===== src/rtl/dds_sweep_ctrl_if.sv =====
// dds_sweep_ctrl_if: control/config inputs and DDS-facing outputs of the sweep sequencer
interface dds_sweep_ctrl_if #(
    parameter int PHASE_WIDTH = 14,
    parameter int DWELL_WIDTH = 16,
    parameter int CNT_WIDTH   = 8
);
    logic                   start_i;
    logic                   stop_i;
    logic [PHASE_WIDTH-1:0] start_inc_i;
    logic [PHASE_WIDTH-1:0] stop_inc_i;
    logic [PHASE_WIDTH-1:0] step_inc_i;
    logic [DWELL_WIDTH-1:0] dwell_i;
    logic [PHASE_WIDTH-1:0] offset_i;
    logic                   repeat_i;
    logic                   bidir_i;
    logic                   en_o;
    logic [PHASE_WIDTH-1:0] phase_inc_o;
    logic [PHASE_WIDTH-1:0] phase_offset_o;
    logic                   point_stb_o;
    logic                   busy_o;
    logic                   done_o;
    logic [CNT_WIDTH-1:0]   sweep_cnt_o;

    modport master (
        output start_i, stop_i, start_inc_i, stop_inc_i, step_inc_i, dwell_i, offset_i, repeat_i, bidir_i,
        input  en_o, phase_inc_o, phase_offset_o, point_stb_o, busy_o, done_o, sweep_cnt_o
    );
    modport slave (
        input  start_i, stop_i, start_inc_i, stop_inc_i, step_inc_i, dwell_i, offset_i, repeat_i, bidir_i,
        output en_o, phase_inc_o, phase_offset_o, point_stb_o, busy_o, done_o, sweep_cnt_o
    );
endinterface


===== src/rtl/dds_sweep_ctrl.sv =====
// dds_sweep_ctrl: stepped-frequency DDS sweep sequencer; define DDS_SWEEP_BIDIR_EN for triangle sweeps
module dds_sweep_ctrl #(
    parameter int PHASE_WIDTH = 14,
    parameter int DWELL_WIDTH = 16,
    parameter int CNT_WIDTH   = 8
) (
    input logic             clk_i,
    input logic             rst_i,
    dds_sweep_ctrl_if.slave bus
);
    localparam logic [1:0] IDLE = 2'd0, RUN = 2'd1, DONE = 2'd2;
    logic [1:0]             state;
    logic [PHASE_WIDTH-1:0] cur, start_r, stop_r, step_r, off_r, up_nxt, nxt;
    logic [DWELL_WIDTH-1:0] dwell_r, dcnt, dlim;
    logic [CNT_WIDTH-1:0]   cnt;
    logic [PHASE_WIDTH:0]   up_sum;
    logic                   rep_r, stb, accept, advance, degen, sweep_end;

    assign accept  = state == IDLE && bus.start_i && !bus.stop_i;
    assign dlim    = (dwell_r == '0) ? '0 : dwell_r - 1'b1;
    assign advance = state == RUN && !bus.stop_i && dcnt == dlim;
    assign degen   = step_r == '0 || start_r >= stop_r;
    // extra carry bit turns increment overflow into a clamp at the stop value
    assign up_sum  = {1'b0, cur} + {1'b0, step_r};
    assign up_nxt  = (up_sum >= {1'b0, stop_r}) ? stop_r : up_sum[PHASE_WIDTH-1:0];

`ifdef DDS_SWEEP_BIDIR_EN
    logic                   bidir_r, dir, turn;
    logic [PHASE_WIDTH:0]   dn_dif;
    logic [PHASE_WIDTH-1:0] dn_nxt;
    assign dn_dif    = {1'b0, cur} - {1'b0, step_r};
    assign dn_nxt    = (dn_dif[PHASE_WIDTH] || dn_dif[PHASE_WIDTH-1:0] <= start_r) ? start_r : dn_dif[PHASE_WIDTH-1:0];
    assign turn      = bidir_r && !dir && cur == stop_r;
    assign nxt       = (dir || turn) ? dn_nxt : up_nxt;
    assign sweep_end = degen || (bidir_r ? dir && cur == start_r : cur == stop_r);
    always_ff @(posedge clk_i) begin
        if (rst_i) begin
            bidir_r <= 1'b0;
            dir     <= 1'b0;
        end else if (accept) begin
            bidir_r <= bus.bidir_i;
            dir     <= 1'b0;
        end else if (advance) begin
            dir     <= !sweep_end && (dir || turn);
        end
    end
`else
    logic unused_bidir;
    assign unused_bidir = bus.bidir_i;
    assign nxt          = up_nxt;
    assign sweep_end    = degen || cur == stop_r;
`endif

    always_ff @(posedge clk_i) begin
        if (rst_i) begin
            state   <= IDLE;
            cur     <= '0;
            start_r <= '0;
            stop_r  <= '0;
            step_r  <= '0;
            off_r   <= '0;
            dwell_r <= '0;
            rep_r   <= 1'b0;
            dcnt    <= '0;
            cnt     <= '0;
            stb     <= 1'b0;
        end else begin
            stb <= accept || (advance && !(sweep_end && !rep_r));
            if (accept) begin
                state   <= RUN;
                start_r <= bus.start_inc_i;
                stop_r  <= bus.stop_inc_i;
                step_r  <= bus.step_inc_i;
                off_r   <= bus.offset_i;
                dwell_r <= bus.dwell_i;
                rep_r   <= bus.repeat_i;
                cur     <= bus.start_inc_i;
                dcnt    <= '0;
                cnt     <= '0;
            end else if (state != RUN || bus.stop_i) begin
                state <= IDLE;
            end else if (!advance) begin
                dcnt <= dcnt + 1'b1;
            end else if (sweep_end) begin
                dcnt  <= '0;
                cnt   <= cnt + 1'b1;
                cur   <= rep_r ? start_r : cur;
                state <= rep_r ? RUN : DONE;
            end else begin
                dcnt <= '0;
                cur  <= nxt;
            end
        end
    end

    assign bus.en_o           = state == RUN;
    assign bus.busy_o         = state == RUN;
    assign bus.done_o         = state == DONE;
    assign bus.phase_inc_o    = cur;
    assign bus.phase_offset_o = off_r;
    assign bus.point_stb_o    = stb;
    assign bus.sweep_cnt_o    = cnt;
endmodule


===== src/flat_wrapper.sv =====
// flat-port wrapper written by rule: the top's interface ports become plain ports
module dds_sweep_ctrl_flat 
#(
    parameter int PHASE_WIDTH = 14,
    parameter int DWELL_WIDTH = 16,
    parameter int CNT_WIDTH   = 8
)
  (clk_i, rst_i, bus_start_i, bus_stop_i, bus_start_inc_i, bus_stop_inc_i, bus_step_inc_i, bus_dwell_i, bus_offset_i, bus_repeat_i, bus_bidir_i, bus_en_o, bus_phase_inc_o, bus_phase_offset_o, bus_point_stb_o, bus_busy_o, bus_done_o, bus_sweep_cnt_o);
  dds_sweep_ctrl_if #(.PHASE_WIDTH(PHASE_WIDTH), .DWELL_WIDTH(DWELL_WIDTH), .CNT_WIDTH(CNT_WIDTH)) bus_i ();
  input logic clk_i;
  input logic rst_i;
  input wire logic [$bits(bus_i.start_i)-1:0] bus_start_i;
  input wire logic [$bits(bus_i.stop_i)-1:0] bus_stop_i;
  input wire logic [$bits(bus_i.start_inc_i)-1:0] bus_start_inc_i;
  input wire logic [$bits(bus_i.stop_inc_i)-1:0] bus_stop_inc_i;
  input wire logic [$bits(bus_i.step_inc_i)-1:0] bus_step_inc_i;
  input wire logic [$bits(bus_i.dwell_i)-1:0] bus_dwell_i;
  input wire logic [$bits(bus_i.offset_i)-1:0] bus_offset_i;
  input wire logic [$bits(bus_i.repeat_i)-1:0] bus_repeat_i;
  input wire logic [$bits(bus_i.bidir_i)-1:0] bus_bidir_i;
  output wire logic [$bits(bus_i.en_o)-1:0] bus_en_o;
  output wire logic [$bits(bus_i.phase_inc_o)-1:0] bus_phase_inc_o;
  output wire logic [$bits(bus_i.phase_offset_o)-1:0] bus_phase_offset_o;
  output wire logic [$bits(bus_i.point_stb_o)-1:0] bus_point_stb_o;
  output wire logic [$bits(bus_i.busy_o)-1:0] bus_busy_o;
  output wire logic [$bits(bus_i.done_o)-1:0] bus_done_o;
  output wire logic [$bits(bus_i.sweep_cnt_o)-1:0] bus_sweep_cnt_o;
  assign bus_i.start_i = bus_start_i;
  assign bus_i.stop_i = bus_stop_i;
  assign bus_i.start_inc_i = bus_start_inc_i;
  assign bus_i.stop_inc_i = bus_stop_inc_i;
  assign bus_i.step_inc_i = bus_step_inc_i;
  assign bus_i.dwell_i = bus_dwell_i;
  assign bus_i.offset_i = bus_offset_i;
  assign bus_i.repeat_i = bus_repeat_i;
  assign bus_i.bidir_i = bus_bidir_i;
  assign bus_en_o = bus_i.en_o;
  assign bus_phase_inc_o = bus_i.phase_inc_o;
  assign bus_phase_offset_o = bus_i.phase_offset_o;
  assign bus_point_stb_o = bus_i.point_stb_o;
  assign bus_busy_o = bus_i.busy_o;
  assign bus_done_o = bus_i.done_o;
  assign bus_sweep_cnt_o = bus_i.sweep_cnt_o;
  dds_sweep_ctrl #(.PHASE_WIDTH(PHASE_WIDTH), .DWELL_WIDTH(DWELL_WIDTH), .CNT_WIDTH(CNT_WIDTH)) u_core (.clk_i(clk_i), .rst_i(rst_i), .bus(bus_i));
endmodule

===== config.mk =====
export PLATFORM = sky130hd
export DESIGN_NAME = dds_sweep_ctrl_flat
export DESIGN_NICKNAME = d
export VERILOG_FILES = /design/src/rtl/dds_sweep_ctrl_if.sv /design/src/rtl/dds_sweep_ctrl.sv /design/src/flat_wrapper.sv
export SDC_FILE = /design/constraint.sdc
export NUM_CORES = 1
export LEC_CHECK = 0
export CELL_PAD_IN_SITES_DETAIL_PLACEMENT = 0
export CELL_PAD_IN_SITES_GLOBAL_PLACEMENT = 1
export CORE_ASPECT_RATIO = 1.2
export CORE_MARGIN = 2
export CORE_UTILIZATION = 40
export DETAILED_ROUTE_END_ITERATION = 8
export PLACE_DENSITY = 0.92
export SLEW_MARGIN = 20
export SYNTH_ARGS = -nofsm -noshare
export SYNTH_HDL_FRONTEND = slang
export SYNTH_SLANG_ARGS = --single-unit

===== constraint.sdc =====
create_clock -name clk_i -period 5.2 [get_ports clk_i]
set_clock_uncertainty 0.05 [all_clocks]
set_input_delay 0.78 -clock clk_i [delete_from_list [all_inputs] [get_ports clk_i]]
set_output_delay 0.78 -clock clk_i [all_outputs]
set_load 0.01 [all_outputs]

==> metrics <==
outcome=finished clean; Tot Pwr=2.812 mW; Final Max Tran Viols=0; top-count cell post-synth=nand2_1; Hold WS=slightly above 400 ps; Post-synth ARST share=0%; post-CTS setup buffer count=0; hold wc startpoint=u_core.bus.phase_offset_o[11]$_SDFFE_PP0P_; RePlAce Congestion=about 0.9; Die Ht=~150 um; Hold Buf Count CTS=0; flip-flop and latch area=around 2300 sq um; pwr/cell area=318.9 nW/um^2; vias in the first global route=between 6000 and 7000; CP required=5440 ps; final wirelength=approximately 19000 um; drt first pass iters=5; floorplan row count=52; EDFF count, synth=0; R2R Path End=u_core.bus.phase_inc_o[1]$_SDFFE_PP0P_; CTS Sinks=114; DR vias/cell=between 5 and 6; multi-input logic area=approximately 4300 sq um; drt drc=0; CTS Root Cell=clkbuf_16; endpoints failing setup=0; Syn Area/Cell=7.809 sq um; Worst Path Max Fanout=16; antenna-violating nets left=0; IO Pins=roughly 120; initial drt markers=about 490; DP HPWL=between 10000 and 15000 um; FMAX=between 200 and 250 MHz; worst rel slew slack=about 29%; Synth cell types=66; nets@finish=around 1100; hold depth=2; synth top area cells=dfxtp_1 (33%), nand2_1 (10%), ha_1 (8.1%); cells after synthesis=888; Die X=124.2 um; cell area after layout=~8800 sq um; DR WL/cell=15.40 um; Core Util, Final=~52%; Reg clk slew, reported paths=roughly 60 ps; Yosys reg bits=between 100 and 150; CP arrival=approximately 4800 ps; Pleak=roughly 3.3 nW; R2R depth=18; critical path type=reg2reg; post_cts resized=0; register area share after synthesis=approximately 33%; Post-Place Setup Slack=647.8 ps; Least-Margin Pin Slew=~1100 ps; Post-Place Cells=between 1000 and 1500; largest net degree at the start of global routing=101; Layout fillers=~1600; Final Critical Period=4594 ps; clock buffer depth=2; r2r startpoint=u_core.bus.phase_inc_o[0]$_SDFFE_PP0P_; Syn Nets=between 1000 and 1500; fin crit share=88.35%; Area Overhead vs Synth=27.17%; Worst R2R Setup Slack=just over 600 ps; Synth top cells by count=nand2_1 (185), dfxtp_1 (114), a21oi_1 (102); top-area cell type share of the netlist area=around 33%; Ys Warns=0; Hold WC Path Type=reg2reg; clock latency on the worst-skew pair=~420 ps; total track usage=between 20% and 30%; initial antenna violation count=0; setup slack after layout=605.9 ps; max-cap violation count=0; top_reg_cell synth=dfxtp_1; Post-DP Area=8185 sq um; diode count=0; Setup crit end kind=register; final hold violation count=0; IO buf count=approximately 120; H-tree depth=4; grt ovf=0; RSZ-0062 raised after global routing=no; cell taking the most area after synthesis=dfxtp_1; Initial Util=a little over 40%; Core Footprint=between 15000 and 20000 sq um; Die Footprint=between 15000 and 20000 sq um; first-pass GRT wire length=between 30000 and 40000 um; cts bufs inserted=17; CTS tree=done; via count=around 6500; Peak VDD IR=about 200 uV; fin cells=approximately 1200; Fin Setup TNS=0 ps; cell area after synthesis=6934 sq um; Startpoint Class=register; Endpoint, Worst Hold=u_core.bus.phase_offset_o[11]$_SDFFE_PP0P_; share of cells above drive strength 1=6.377%
-- layout make-up --
| cell class | instances | area share, % |
|---|---|---|
| Multi-Input combinational cell | 682 | 48.69 |
| Sequential cell | 114 | 25.88 |
| Timing Repair Buffer | 120 | 13.48 |
| Clock buffer | 23 | 5.760 |
| Tap cell | 216 | 3.065 |
| Inverter | 40 | 1.703 |
| Clock inverter | 9 | 1.419 |
-- logic make-up (layout without fill, tap and decap cells) --
logic type	count (synthesis)	count (layout)	share of synthesized area, %
simple gates	361	361	25.57
fa+ha+maj	46	46	8.409
buf+inv	92	192	5.251
flops	114	114	32.91
xor+xnor	59	59	7.452
compound gates	202	202	18.37
mux	14	14	2.039
-- worst max path at each step --
stage / from / to / slack, ps / depth (start not counted)
after floorplan: u_core.bus.phase_inc_o[0]$_SDFFE_PP0P_ / u_core.bus.phase_inc_o[0]$_SDFFE_PP0P_ / 1150 / 20
after global placement: u_core.bus.phase_inc_o[0]$_SDFFE_PP0P_ / u_core.bus.phase_inc_o[1]$_SDFFE_PP0P_ / 690 / 18
after detailed placement: u_core.bus.phase_inc_o[0]$_SDFFE_PP0P_ / u_core.bus.phase_inc_o[1]$_SDFFE_PP0P_ / 650 / 18
after CTS: u_core.bus.phase_inc_o[0]$_SDFFE_PP0P_ / u_core.bus.phase_inc_o[1]$_SDFFE_PP0P_ / 610 / 18
after global routing: u_core.bus.phase_inc_o[0]$_SDFFE_PP0P_ / u_core.bus.phase_inc_o[6]$_SDFFE_PP0P_ / 300 / 18
final: u_core.bus.phase_inc_o[0]$_SDFFE_PP0P_ / u_core.bus.phase_inc_o[1]$_SDFFE_PP0P_ / 610 / 18
-- routing by layer --
layer,track usage [%],vias up,wire length (um)
li1,-,3297,-
met1,27.04,2979,8320
met2,34.32,152,8928
met3,4.525,30,823
met4,7.921,0,464
met5,0,-,0
-- where the power goes --
| group | internal (mW) | switching, mW | total [mW] |
|---|---|---|---|
| Clock | 0.826 | 0.416 | 1.24 |
| Combinational | 0.267 | 0.349 | 0.617 |
| Sequential | 0.910 | 0.0427 | 0.953 |
| Total | 2.00 | 0.808 | 2.81 |
-- registers in the layout (all words and copies together) (netlist names) --
register	flops
u_core.bus.phase_inc_o	14
u_core.bus.phase_offset_o	14
u_core.bus.point_stb_o	1
u_core.bus.sweep_cnt_o	8
u_core.dcnt	16
u_core.dwell_r	16
u_core.rep_r	1
u_core.start_r	14
u_core.state	2
u_core.step_r	14
u_core.stop_r	14
-- critical path, cell delays in order (launching register included) --
cell and delay [ps]:
dfxtp_1 420, ha_1 200, inv_1 60, fa_1 390, nor2b_1 210, nor3_1 90, o21ai_0 200, a32oi_1 170
a21oi_1 190, xor2_1 220, ha_1 280, a21o_1 170, a211oi_1 240, o211ai_1 130, a41o_1 230, or2_2 450
and2_1 320, a221oi_1 350, a21oi_1 110
-- layout by cell type, fill, tap and decap left out, types with 5 or more instances in the layout --
cell / Yosys / layout
o21a_1: 6 / 6
clkbuf_16: 0 / 17
a21o_1: 6 / 6
and2_1: 5 / 5
nand4_1: 18 / 18
ha_1: 45 / 45
dfxtp_1: 114 / 114
mux2i_1: 13 / 13
o211ai_1: 6 / 6
nor2_1: 47 / 47
or3_1: 8 / 8
nor4_1: 9 / 9
clkdlybuf4s50_1: 0 / 115
xnor2_1: 22 / 22
o21ai_0: 15 / 15
a31o_2: 5 / 5
nand3_1: 24 / 24
xor2_1: 37 / 37
nor2b_1: 9 / 9
a221oi_1: 9 / 9
nor3_1: 18 / 18
buf_4: 2 / 5
inv_1: 40 / 40
clkbuf_8: 0 / 6
a31oi_1: 11 / 11
nand2_1: 185 / 185
a21oi_1: 102 / 102
o22ai_1: 8 / 8
Note: power is estimated with default switching activity, not from simulation.
